**src/rtl/systolic_pkg.sv**
```systemverilog
// rtl/systolic_pkg.sv - shared state encoding, derived constants and width helper for the tiled systolic sequencer
package systolic_pkg;

    typedef enum logic [2:0] {
        IDLE,
        CLEAR,
        FEED,
        FLUSH,
        DRAIN,
        NEXT,
        DONE
    } state_t;

    localparam int DEF_WIDTH  = 4;
    localparam int DEF_HEIGHT = 4;
    localparam int DEF_M_SIZE = 12;
    localparam int DEF_N_SIZE = 12;
    localparam int DEF_K_SIZE = 16;

    localparam int TILES_M   = DEF_M_SIZE / DEF_HEIGHT;
    localparam int TILES_N   = DEF_N_SIZE / DEF_WIDTH;
    localparam int FLUSH_CYC = DEF_WIDTH + DEF_HEIGHT - 2;

    // Counter width that never collapses to zero bits for single-value ranges.
    function automatic int cw(input int n);
        return (n <= 1) ? 1 : $clog2(n);
    endfunction

    localparam int K_W  = cw(DEF_K_SIZE);
    localparam int TM_W = cw(TILES_M);
    localparam int TN_W = cw(TILES_N);

endpackage

```
**src/rtl/tile_counter.sv**
```systemverilog
// rtl/tile_counter.sv - row-major 2-D wrapping (tile_m, tile_n) counter with look-ahead next values
module tile_counter
    import systolic_pkg::*;
#(
    parameter int TILES_M = 3,
    parameter int TILES_N = 3,
    localparam int MW = cw(TILES_M),
    localparam int NW = cw(TILES_N)
) (
    input  logic          clk,
    input  logic          rst,
    input  logic          inc,
    input  logic          clr,
    output logic [MW-1:0] tile_m,
    output logic [NW-1:0] tile_n,
    output logic [MW-1:0] m_nxt,
    output logic [NW-1:0] n_nxt,
    output logic          last
);

    logic m_end;
    logic n_end;

    assign m_end = (tile_m == MW'(TILES_M - 1));
    assign n_end = (tile_n == NW'(TILES_N - 1));
    assign last  = m_end && n_end;

    // Next values are exported so the top can register base products in step with the counters.
    always_comb begin
        m_nxt = tile_m;
        n_nxt = tile_n;
        if (clr) begin
            m_nxt = '0;
            n_nxt = '0;
        end else if (inc) begin
            if (n_end) begin
                n_nxt = '0;
                m_nxt = m_end ? '0 : tile_m + 1'b1;
            end else begin
                n_nxt = tile_n + 1'b1;
            end
        end
    end

    always_ff @(posedge clk) begin
        if (rst) begin
            tile_m <= '0;
            tile_n <= '0;
        end else begin
            tile_m <= m_nxt;
            tile_n <= n_nxt;
        end
    end

endmodule

```
**src/rtl/tile_scheduler.sv**
```systemverilog
// rtl/tile_scheduler.sv - clear/feed/flush/drain sequencer walking the output matrix tile by tile
module tile_scheduler
    import systolic_pkg::*;
#(
    parameter int WIDTH  = 4,
    parameter int HEIGHT = 4,
    parameter int M_SIZE = 12,
    parameter int N_SIZE = 12,
    parameter int K_SIZE = 16,
    localparam int KW  = cw(K_SIZE),
    localparam int TMW = cw(M_SIZE / HEIGHT),
    localparam int TNW = cw(N_SIZE / WIDTH),
    localparam int AW  = cw(M_SIZE),
    localparam int BW  = cw(N_SIZE),
    localparam int DW  = cw(HEIGHT)
) (
    input  logic           clk,
    input  logic           rst,
    input  logic           start,
    input  logic           abort,
    output logic           busy,
    output logic           acc_clr,
    output logic           feed_en,
    output logic [KW-1:0]  k_idx,
    output logic [TMW-1:0] tile_m,
    output logic [TNW-1:0] tile_n,
    output logic [AW-1:0]  a_row_base,
    output logic [BW-1:0]  b_col_base,
    output logic           drain_valid,
    input  logic           drain_ready,
    output logic [DW-1:0]  drain_row,
    output logic           tile_done,
    output logic           done
);

    localparam int T_M     = M_SIZE / HEIGHT;
    localparam int T_N     = N_SIZE / WIDTH;
    localparam int FLUSH_N = WIDTH + HEIGHT - 2;
    localparam int FW      = cw(FLUSH_N);

    if ((M_SIZE % HEIGHT) != 0 || (N_SIZE % WIDTH) != 0 || K_SIZE < 1) begin : g_bad_params
        $fatal(1, "tile_scheduler: matrix sizes must be tile multiples and K_SIZE >= 1");
    end

    state_t         state;
    logic [KW-1:0]  k_cnt;
    logic [FW-1:0]  flush_cnt;
    logic [DW-1:0]  drain_cnt;
    logic [TMW-1:0] m_nxt;
    logic [TNW-1:0] n_nxt;
    logic           last_tile;

    tile_counter #(
        .TILES_M (T_M),
        .TILES_N (T_N)
    ) u_tiles (
        .clk    (clk),
        .rst    (rst),
        .inc    (state == NEXT),
        .clr    (abort || state == DONE),
        .tile_m (tile_m),
        .tile_n (tile_n),
        .m_nxt  (m_nxt),
        .n_nxt  (n_nxt),
        .last   (last_tile)
    );

    // Abort shares the reset path so it overrides any beat or transition in the same cycle.
    always_ff @(posedge clk) begin
        if (rst || abort) begin
            state     <= IDLE;
            k_cnt     <= '0;
            flush_cnt <= '0;
            drain_cnt <= '0;
        end else begin
            case (state)
                IDLE:  if (start) state <= CLEAR;
                CLEAR: begin
                    k_cnt <= '0;
                    state <= FEED;
                end
                FEED: begin
                    if (k_cnt == KW'(K_SIZE - 1)) begin
                        k_cnt     <= '0;
                        flush_cnt <= '0;
                        state     <= (FLUSH_N == 0) ? DRAIN : FLUSH;
                    end else begin
                        k_cnt <= k_cnt + 1'b1;
                    end
                end
                FLUSH: begin
                    if (flush_cnt == FW'(FLUSH_N - 1)) begin
                        flush_cnt <= '0;
                        drain_cnt <= '0;
                        state     <= DRAIN;
                    end else begin
                        flush_cnt <= flush_cnt + 1'b1;
                    end
                end
                DRAIN: begin
                    if (drain_ready) begin
                        if (drain_cnt == DW'(HEIGHT - 1)) begin
                            drain_cnt <= '0;
                            state     <= NEXT;
                        end else begin
                            drain_cnt <= drain_cnt + 1'b1;
                        end
                    end
                end
                NEXT:    state <= last_tile ? DONE : CLEAR;
                DONE:    state <= IDLE;
                default: state <= IDLE;
            endcase
        end
    end

    // Bases follow the counters' next values so they are already correct in CLEAR.
    always_ff @(posedge clk) begin
        if (rst) begin
            a_row_base <= '0;
            b_col_base <= '0;
        end else begin
            a_row_base <= AW'(int'(m_nxt) * HEIGHT);
            b_col_base <= BW'(int'(n_nxt) * WIDTH);
        end
    end

    assign busy        = (state != IDLE);
    assign acc_clr     = (state == CLEAR);
    assign feed_en     = (state == FEED);
    assign k_idx       = k_cnt;
    assign drain_valid = (state == DRAIN);
    assign drain_row   = drain_cnt;
    assign tile_done   = (state == NEXT);
    assign done        = (state == DONE);

endmodule

```
**config.mk**
```make
export PLATFORM = sky130hd
export DESIGN_NAME = tile_scheduler
export DESIGN_NICKNAME = d
export VERILOG_FILES = /design/src/rtl/systolic_pkg.sv /design/src/rtl/tile_counter.sv /design/src/rtl/tile_scheduler.sv
export SDC_FILE = /design/constraint.sdc
export NUM_CORES = 1
export LEC_CHECK = 0
export BUFFER_PORTS_ARGS = -buffer_cell sky130_fd_sc_hd__buf_2
export CORE_ASPECT_RATIO = 1.4
export CORE_MARGIN = 5
export CORE_UTILIZATION = 56
export CTS_CLUSTER_SIZE = 28
export DETAILED_ROUTE_END_ITERATION = 16
export GPL_ROUTABILITY_DRIVEN = 0
export PLACE_DENSITY_LB_ADDON = 0.15
export SETUP_SLACK_MARGIN = 0.4
export SKIP_CTS_REPAIR_TIMING = 1
export SLEW_MARGIN = 20
export SYNTH_ARGS = -nofsm -noshare
export SYNTH_HDL_FRONTEND = slang
export SYNTH_HIERARCHICAL = 1
export SYNTH_SLANG_ARGS = --single-unit
export TNS_END_PERCENT = 5
```
**constraint.sdc**
```tcl
create_clock -name clk -period 4.2 [get_ports clk]
set_input_delay 0.21 -clock clk [delete_from_list [all_inputs] [get_ports clk]]
set_output_delay 0.21 -clock clk [all_outputs]
set_load 0.02 [all_outputs]
```
==> flow_summary.toml <==
[clocking]
cts_htree_levels = 1
insertion_delay_ps = 300
cts_tree = "done"
cts_buffers = 3
path_clk_slew_ps = 110
cts_sinks = 20
root_buffer = "clkbuf_4"
cts.path.max_buffers = 2

[setup_path]
cpLargestDelayFamily = "simple AND/OR/NAND/NOR gates"
worstSetupPathType = "flop to flop"
cp.required_ps = 4390
setup.worst_path.start_class = "flop"
crit_fanout = 12
path_cells = "inv_1 -> nor3b_1 -> and3b_1 -> mux2_4 -> nor2b_1"
cp_slowest_cell = "dfxtp_1"
end_kind = "flop"
cp.arrival_ps = 2310
critPathBufInv = 1
cpPeakStageDelay_ps = 570

[floorplan]
ios = 29
fp.dieW_um = 48.5
start_util = 0.590
coreArea_um2 = 1970
row_count = 19
die_area_um2 = 3110
die_height_um = 64.0

[sta]
fmax_mhz = 473
finalMaxSlewViolations = 0
setup_ws_ps = 2080
whs_ps = 199
setup_viol = 0
skew_ps = 6.43
setup_tns_ps = 0
grt_setup_unrepaired = "no"
max_slew_margin = 0.478
fin_crit_ps = 2120
tightest_slew_ps = 780
timing.final.crit_share = 0.504
hold_viol = 0

[drt]
drc_errors = 0
vias = 1026
first_pass_iters = 4
drt_iter0_drc = 21
viasPerCell = 6.00
drt_wl_total_um = 2460
wire_per_inst_um = 14.4
postRouteAntennaNets = 0

[synthesis]
synth_edf_count = 0
ys_seq_area_frac = 0.344
synth_top_flop_cell = "dfxtp_1"
synth_seq_cells = 20
syn_inst = 132
netlist_area_um2 = 1160
synth_cell_types = 47
ys_top_cells_by_count = "20 x dfxtp_1, 11 x nand2_1, 7 x nor2_1"
synth_top_area_frac = 0.344
async_reset_ff_frac = 0
yosysWarnings = 6
synth_top_cell_by_area = "dfxtp_1"
synth_area_leaders = "dfxtp_1 34%, mux2i_1 4.3%, nand2_1 3.5%, buf_4 3.2%, nor2b_1 2.7%"
postSynthAreaPerCell_um2 = 8.82
yosysMostFrequentCell = "dfxtp_1"

[power]
p_total_mw = 0.315
p_per_area_nw_per_um2 = 249
leakage_nw = 0.550
peakVddDrop_mv = 0.175

[placement]
place_area_um2 = 1240
post-dp-hpwl_um = 1820
dpl_worst_slack_ps = 2090
place_inst = 168
port_buffers = 24

[worst_hold_path]
hp-class = "input pin to flop"

[layout]
stdcell_area_um2 = 1260
final_util = 0.640
nNetsFinal = 159
drive_gt1_frac = 0.240
n_antenna_cell = 0
area_growth_pct = 8.49
final_cells = 171

[global_route]
grt_pass1_wl_um = 4330
grt_pass1_vias = 1041
grt_max_degree = 19
globalRouteTotalUtil = 0.167
grt-ovfl-total = 0
antenna_found_initial = 0

[run]
cap_violations = 0

[outcome]
status = "finished, final reports clean"
power breakdown:
part	switching, mW	leakage, nW	internal (mW)
combinational	0.0191	0.375	0.00977
sequential	0.00438	0.161	0.191
clock	0.0574	0.0138	0.0334
cells by family after synthesis:
logic type                 after synthesis  synth area share
muxes                                    8            0.0752
adders and majority gates                2            0.0215
and+or+nand+nor                         60             0.320
other                                    1           0.00322
AOI/OAI and AO/OA                       24             0.146
buffers and inverters                   16            0.0827
DFF                                     20             0.344
xor gates and xnor gates                 1           0.00752
flip-flops by register name, indices dropped and copies added (netlist names):
| signal | cells |
|---|---|
| a_row_base | 2 |
| flush_cnt | 3 |
| k_idx | 4 |
| state | 3 |
| u_tiles/tile_m | 2 |
| drain_row | 2 |
| u_tiles/tile_n | 2 |
| b_col_base | 2 |
worst paths after layout:
check,to,cells past startpoint,slack [ps],start
setup / recovery,a_row_base[2]$_SDFF_PP0_,5,2080,state[2]$_SDFFE_PP0P_
setup reg to reg,a_row_base[2]$_SDFF_PP0_,5,2080,state[2]$_SDFFE_PP0P_
hold / removal,u_tiles/tile_n[0]$_SDFF_PP0_,2,200,rst
hold reg to reg,flush_cnt[1]$_SDFFE_PP0P_,1,500,flush_cnt[1]$_SDFFE_PP0P_
final cells by class:
cell class	count	area, µm²
fillers	186	709
multi-input cells	99	679
flip-flops and latches	20	400
repair buffers	24	120
well taps	21	26.3
clock buffers	3	22.5
inverters	4	15.0
cells in the final DEF, fill, tap and decap left out, types with 3 or more instances in the layout:
cell type,Yosys,routed
buf_2,2,24
nor2b_1,5,5
nand2_1,11,11
nor3b_1,4,4
o21ai_0,6,6
dfxtp_1,20,20
nand2b_1,3,3
conb_1,1,4
clkbuf_4,0,3
and2_1,3,3
a21oi_1,3,3
inv_1,4,4
nor2_1,7,7
mux2i_1,5,5
nand3b_1,3,3
nand3_1,5,5
a211oi_1,3,3
layer usage:
metal  share of wire  up-vias  track usage
met5               0        -            0
met4           0.017        0       0.0707
met3           0.044        5       0.0233
met2            0.53       24        0.317
met1            0.41      494        0.180
li1                -      503            -
(Power assumes the default switching activity.)
